--- src/rtl/logic_unit_pipe.sv ---
// logic_unit_pipe: pipelined bitwise logic unit with an optional reduction mode.
//
// Each accepted beat computes F(x, b) for the 3-bit opcode in op:
//   0:~x  1:x&b  2:x|b  3:~(x&b)  4:~(x|b)  5:x^b  6:~(x^b)  7:x
// In IDLE, x is a. A beat with acc_en=1 and in_last=0 starts a reduction burst.
// During the burst, x is the running accumulator and a is ignored. The burst
// result is emitted on the beat that has in_last=1.
//
// Ports:
//   clk, rst            clock and asynchronous active-high reset
//   in_valid/in_ready   input beat handshake (in_ready = !out_valid || out_ready)
//   a, b, op            operands and per-beat opcode
//   acc_en, in_last     burst start (sampled in IDLE only) and final-beat marker
//   out_valid/out_ready result handshake
//   y, out_beats        registered result and number of beats folded into it
//   popcnt              count of ones in y (only with LOGIC_UNIT_PIPE_POPCOUNT_EN)
//
// Optional feature macro: LOGIC_UNIT_PIPE_POPCOUNT_EN
module logic_unit_pipe #(
    parameter int unsigned WIDTH = 8
) (
    input  logic             clk,
    input  logic             rst,
    input  logic             in_valid,
    output logic             in_ready,
    input  logic [WIDTH-1:0] a,
    input  logic [WIDTH-1:0] b,
    input  logic [2:0]       op,
    input  logic             acc_en,
    input  logic             in_last,
    output logic             out_valid,
    input  logic             out_ready,
    output logic [WIDTH-1:0] y,
    output logic [7:0]       out_beats
`ifdef LOGIC_UNIT_PIPE_POPCOUNT_EN
    ,
    output logic [$clog2(WIDTH+1)-1:0] popcnt
`endif
);

    typedef enum logic [0:0] {StIdle, StAcc} state_e;

    state_e           r_state;
    state_e           w_state_nxt;
    logic [WIDTH-1:0] r_acc;
    logic [WIDTH-1:0] w_acc_nxt;
    logic [7:0]       r_count;
    logic [7:0]       w_count_nxt;
    logic [7:0]       w_count_inc;
    logic             r_out_valid;
    logic             w_out_valid_nxt;
    logic [WIDTH-1:0] r_y;
    logic [7:0]       r_beats;

    logic             w_accept;
    logic [WIDTH-1:0] w_x;
    logic [WIDTH-1:0] w_f;
    logic             w_load;
    logic [7:0]       w_load_beats;

    assign in_ready  = !r_out_valid || out_ready;
    assign w_accept  = in_valid && in_ready;
    assign out_valid = r_out_valid;
    assign y         = r_y;
    assign out_beats = r_beats;

    // Saturating beat counter increment.
    assign w_count_inc = (r_count == 8'hFF) ? 8'hFF : r_count + 8'd1;

    // During a burst the accumulator replaces a as the left operand.
    assign w_x = (r_state == StAcc) ? r_acc : a;

    always_comb begin
        w_f = w_x;
        unique case (op)
            3'd0:    w_f = ~w_x;
            3'd1:    w_f = w_x & b;
            3'd2:    w_f = w_x | b;
            3'd3:    w_f = ~(w_x & b);
            3'd4:    w_f = ~(w_x | b);
            3'd5:    w_f = w_x ^ b;
            3'd6:    w_f = ~(w_x ^ b);
            default: w_f = w_x;
        endcase
    end

    always_comb begin
        w_state_nxt  = r_state;
        w_acc_nxt    = r_acc;
        w_count_nxt  = r_count;
        w_load       = 1'b0;
        w_load_beats = 8'd1;
        if (w_accept) begin
            unique case (r_state)
                StIdle: begin
                    if (acc_en && !in_last) begin
                        w_acc_nxt   = w_f;
                        w_count_nxt = 8'd1;
                        w_state_nxt = StAcc;
                    end else begin
                        w_load       = 1'b1;
                        w_load_beats = 8'd1;
                    end
                end
                StAcc: begin
                    if (!in_last) begin
                        w_acc_nxt   = w_f;
                        w_count_nxt = w_count_inc;
                    end else begin
                        w_load       = 1'b1;
                        w_load_beats = w_count_inc;
                        w_state_nxt  = StIdle;
                    end
                end
                default: w_state_nxt = StIdle;
            endcase
        end
    end

    // A load in the same cycle as a drain keeps out_valid high (no bubble).
    always_comb begin
        w_out_valid_nxt = r_out_valid;
        if (w_load) begin
            w_out_valid_nxt = 1'b1;
        end else if (out_ready) begin
            w_out_valid_nxt = 1'b0;
        end
    end

    always_ff @(posedge clk or posedge rst) begin
        if (rst) begin
            r_state     <= StIdle;
            r_acc       <= '0;
            r_count     <= 8'd0;
            r_out_valid <= 1'b0;
            r_y         <= '0;
            r_beats     <= 8'd0;
        end else begin
            r_state     <= w_state_nxt;
            r_acc       <= w_acc_nxt;
            r_count     <= w_count_nxt;
            r_out_valid <= w_out_valid_nxt;
            if (w_load) begin
                r_y     <= w_f;
                r_beats <= w_load_beats;
            end
        end
    end

`ifdef LOGIC_UNIT_PIPE_POPCOUNT_EN
    localparam int unsigned PCW = $clog2(WIDTH + 1);

    logic [PCW-1:0] r_popcnt;
    logic [PCW-1:0] w_popcnt;

    always_comb begin
        w_popcnt = '0;
        for (int i = 0; i < int'(WIDTH); i++) begin
            w_popcnt = w_popcnt + PCW'(w_f[i]);
        end
    end

    always_ff @(posedge clk or posedge rst) begin
        if (rst) begin
            r_popcnt <= '0;
        end else if (w_load) begin
            r_popcnt <= w_popcnt;
        end
    end

    assign popcnt = r_popcnt;
`endif

endmodule

--- config.mk ---
export PLATFORM = sky130hd
export DESIGN_NAME = logic_unit_pipe
export DESIGN_NICKNAME = d
export VERILOG_FILES = /design/src/rtl/logic_unit_pipe.sv
export SDC_FILE = /design/constraint.sdc
export NUM_CORES = 1
export LEC_CHECK = 0
export ABC_AREA = 1
export CORE_ASPECT_RATIO = 0.8
export CORE_MARGIN = 3
export CORE_UTILIZATION = 50
export CTS_BUF_LIST = sky130_fd_sc_hd__clkbuf_4
export CTS_CLUSTER_DIAMETER = 200
export CTS_CLUSTER_SIZE = 16
export DETAILED_ROUTE_END_ITERATION = 8
export GPL_TIMING_DRIVEN = 0
export PLACE_DENSITY = 0.83
export SYNTH_ARGS = -nofsm -noshare
export SYNTH_HDL_FRONTEND = slang
export SYNTH_SLANG_ARGS = --single-unit
--- constraint.sdc ---
create_clock -name clk -period 2.4 [get_ports clk]
set_input_delay 0.48 -clock clk [delete_from_list [all_inputs] [get_ports clk]]
set_output_delay 0.48 -clock clk [all_outputs]
set_load 0.01 [all_outputs]
# Yosys cells after proc, flatten, opt, wreduce, memory -nomap -nowiden
# Index checks and enable logic that the tools add are counted.
[totals] rom_bits=0 in_bits=25 out_inout_bits=18 latchBits=0 reg_bits=34 mem_bits_rw=0 memories=0
[op_classes] muxes=21 div=0 bitwise_logic=8 n_eq_ne=9 mul=0 n_lt_le_gt_ge=0 n_shift=0 add_sub_neg=1 reduce_logical=8
[op_table] operator="2-to-1 mux 8 bit" count=8
[op_table] operator="case mux 8 bit (7 select lines)" count=1
[op_table] operator="case mux 8 bit (2 select lines)" count=3
[op_table] operator="inverter 8 bit" count=4
[op_table] operator="== test 3 bit (second input constant)" count=3
[op_table] operator="adder 8 x 1 -> 8 bit (second input constant)" count=1
[op_table] operator="bitwise AND 8 bit" count=1
[op_table] operator="== test 8 bit (second input constant)" count=1
[op_table] operator="OR 8 bit" count=1
[op_table] operator="bitwise XOR 8 bit" count=1
[op_table] operator="2-to-1 mux 1 bit" count=7
[op_table] operator="== test 3 x 2 -> 1 bit (second input constant)" count=2
[op_table] operator="inequality test 2 bit (second input constant)" count=2
[op_table] operator="case mux 1 bit (2 select lines)" count=2
[op_table] operator="== test 3 x 1 -> 1 bit (second input constant)" count=1
[op_table] operator="zero test 3 bit" count=1
[op_table] operator="AND reduction 3 bit" count=1
[op_table] operator="logical AND 1 bit" count=2
[op_table] operator="zero test 1 bit" count=2
[op_table] operator="nonzero test 2 bit" count=1
[op_table] operator="logical OR 1 bit" count=1
[op_table] operator="inverter 1 bit" count=1

# Depth between registers and ports, before layout
[depth] ltp_word=6 ltp_mapped=12 mapped_depth_nobuf=12

# Worst setup path after synthesis
# No wires, ideal clock.
[synth_path] kind="flip-flop to flip-flop" startpoint="register r_state" endpoint="register r_y[0] (netlist: y[0])" slack_ns=0.845 period_less_slack_ns=1.555 stages_incl_launch_ff=13 required_time_ns=2.284 n_path_buf=1 t_arrival_ns=1.438 path_cell_list="dfrtp_1 -> buf_4 -> nand2_1 -> nand2_1 -> inv_1 -> ha_1 -> inv_1 -> nand3_1 -> nand2_1 -> nor2_1 -> nand3_2 -> nand2_1 -> nand2_1"
[synth_via] elab_chain_cells=4 elab_cells_between_ends=12
[synth_rtl] element="from (decl)" line_no="43" rtl="state_e r_state;"
[synth_rtl] element="from (signal assigned)" line_no="132" rtl="r_state <= StIdle;"
[synth_rtl] element="from (signal assigned)" line_no="139" rtl="r_state <= w_state_nxt;"
[synth_rtl] element="2-to-1 mux 8 bit" line_no="71" rtl="assign w_x = (r_state == StAcc) ? r_acc : a;"
[synth_rtl] element="bitwise XOR 8 bit (tied with other cells)" line_no="81, 82"
[synth_rtl] element="inverter 8 bit (on tied branches)" line_no="82, 79, 80"
[synth_rtl] element="case mux 8 bit (7 select lines)" line_no="75" rtl="unique case (op)"
[synth_rtl] element="to (signal assigned)" line_no="144" rtl="r_y <= w_f;"
[synth_rtl] element="to (decl)" line_no="52" rtl="logic [WIDTH-1:0] r_y;"
# Parallel ways exist; a longest one is shown, timed or not.
# A chain may end at the register's enable or synchronous reset.

# Worst setup path in the final report
[layout_path] startpoint="input port out_ready" endpoint="output port in_ready"
[layout_via] elab_chain_cells=1
[layout_rtl] element="from (decl)" line_no="32" rtl="input logic out_ready,"
[layout_rtl] element="logical OR 1 bit" line_no="61" rtl="assign in_ready = !r_out_valid || out_ready;"
[layout_rtl] element="to (decl)" line_no="25" rtl="output logic in_ready,"
# Every way passes these cells.

==> impl_results.md <==
- Slew headroom: 0.654
- Width of the die: between 80 and 90 µm
- DR iter-0 viols: 275
- Yosys Warn Count: 0
- Reg-to-reg endpoint: y[4]
- Top cells by area, synth: dfrtp_1, nand2_1, ha_1
- Post-Syn Instances: 387
- Fin crit period: 2.07 ns
- Antenna violations before repair: 0
- Vias in the first global route: 2399
- # diodes: 0
- Critical path startpoint: out_ready
- Flop-to-flop setup slack: about 0.52 ns
- Worst setup path class: input pin to primary output
- Fin. Hold Viols: 0
- DRC: 0
- Dominant cell type by area after synthesis: dfrtp_1
- Seq/Total Area, Yosys: 0.320
- Synth Register Bits: 34
- Largest net degree at the start of global routing: 35
- Total congestion overflow: 0
- Crit start category: input pin
- Hold-fix buffers at CTS: 0
- Post-synth top flop: dfrtp_1
- WL final: 6.84 mm
- Async S/R FF share, synth: 1.00
- Wire length per cell: 13.7 µm
- Worst flop-to-flop path startpoint: r_state
- Vias post-DR: 2635
- PostCTS Resize Cnt: 0
- IO Count: 43
- P&R area growth vs syn: 22.1%
- Post-Syn Area: 2660 µm²
- TritonRoute pass-1 iters: 5
- Num CTS Buffers: 5
- F_max: between 400 and 500 MHz
- CTS tree: yes
- Layout cells sized above 1: 0.103
- Top cells by count, synth: nand2_1, inv_1, dfrtp_1, nand3_1, nor2_1
- Total die area: 6230 µm²
- CTS Buffer Depth: 2
- Worst path required time: 1.92 ns
- Postcts setup bufs: 0
- Leakage: 1.79 nW
- Setup violators final: 0
- Pwr Density: 630 nW/µm²
- WHS: 0.386 ns
- Die Height: 71.2 µm
- Final worst path period share: 0.862
- TNS Setup: 0 ns
- Crit path to: in_ready
- Worst VDD drop: around 0.00049 V
- CP endpoint kind: primary output
- Depth of the CTS H-tree: 2
- CTS root buffer: clkbuf_4
- Worst slew pin tran: 0.517 ns
- Net count, final: 477
- Hold Path Class: input pin to asynchronous set/reset pin
- Vias per cell: ~5.3
- Crit-path max FO: 3
- Worst path arrival time: ~1.6 ns
- Post-synth top area share: 0.320
- DP Area: 3140 µm²
- Clock transition at path regs: roughly 0.1 ns
- All-Layer GR Usage: 0.226
- Finished Core Util: 0.641
- Clock Sinks: 34
- Status: completed
- RSZ-0062 raised after global routing: false
- Post-route ant nets: 0
- Gpl congestion: slightly below 0.9
- Rows: 23
- Clk_skew: 0.0101 ns
- Worst-Skew Late Latency: 0.34 ns
- Total Power: 0.00204 W
- Post-synth EDFFs: 0
- Initial Util: 0.525
- Post-Layout Inst Area: roughly 3200 µm²
- R2R depth: 12
- Unique masters post-synth: 24
- Syn_area_per_cell: 6.87 µm²
- Count leader, synth: nand2_1
- Dpl hpwl: 4.94 mm
- Slew Limit Fails: 0
- Max Cap Viol: 0
- PortBufs: 40
- Core Region: 5060 µm²
- Syn nets: 429
- Global-route wire length before repair: around 11 mm
state kept, by name, summed over array words and instances (netlist names):
register   cells
r_acc          8
out_valid      1
y              8
r_count        8
r_state        1
out_beats      8
cell type report:
type / count / area [µm²]
Buffer: 15 / 150
Clock buffer: 7 / 52.6
Clock inverter: 1 / 30.0
Fill cell: 446 / 1820
Inverter: 48 / 180
Multi-Input combinational cell: 290 / 1480
Sequential cell: 34 / 851
Tap cell: 62 / 77.6
Timing Repair Buffer: 41 / 428
stage by stage:
| stage | setup WS (ns) | instances |
|---|---|---|
| after global routing | 0.290 | 498 |
| after CTS | 0.325 | 497 |
| final | 0.332 | 498 |
| after global placement | 0.296 | 489 |
| after detailed placement | 0.250 | 489 |
| after floorplan | 0.845 | 387 |
critical path: stages:
cell             delay, ns
clkdlybuf4s50_1       0.45
inv_1                 0.03
nand2_1               0.08
clkdlybuf4s50_1       0.54
cells by family after synthesis:
group | after synthesis | share of synthesized area
simple gates | 263 | 0.456
buf+inv | 63 | 0.124
flops | 34 | 0.320
fa+ha+maj | 17 | 0.0800
compound gates | 10 | 0.0202
layer usage:
layer  share of wire  vias to the layer above  GRT usage  routed length (µm)
met5               0                        -          0                   0
met4           0.012                        0     0.0579                  79
met3           0.058                       15     0.0437                 395
met2            0.45                       87      0.332                3060
met1            0.48                     1218      0.341                3300
li1                -                     1315          -                   -
cells in the final DEF, fill, tap and decap left out, drive strengths merged, types with 3 or more instances in the layout:
master | netlist | final
nand3b | 9 | 9
nand4 | 17 | 17
buf | 12 | 13
nor2 | 40 | 40
dfrtp | 34 | 34
nand3 | 42 | 42
o21ai | 6 | 6
inv | 48 | 47
clkdlybuf4s50 | 0 | 40
ha | 17 | 17
nand2 | 155 | 155
a21oi | 3 | 3
clkbuf | 3 | 10
worst min path at each step:
stage	start	depth (start not counted)	endpoint
2_1_floorplan	r_acc[4]	2	r_acc[4]
3_3_place_gp	r_acc[7]	2	r_acc[7]
3_5_place_dp	r_acc[7]	2	r_acc[7]
4_1_cts	out_beats[2]	2	out_beats[2]
5_1_grt	rst	2	r_acc[1]
6_report	rst	2	r_acc[1]
where the power goes:
group	internal (W)	switching, W	total (W)	leakage (nW)
Combinational	0.000368	0.000458	0.000826	1.30
Clock	0.000244	0.000188	0.000432	0.0463
Sequential	0.000699	0.0000878	0.000787	0.441
Power figures use the tool's default switching activity.
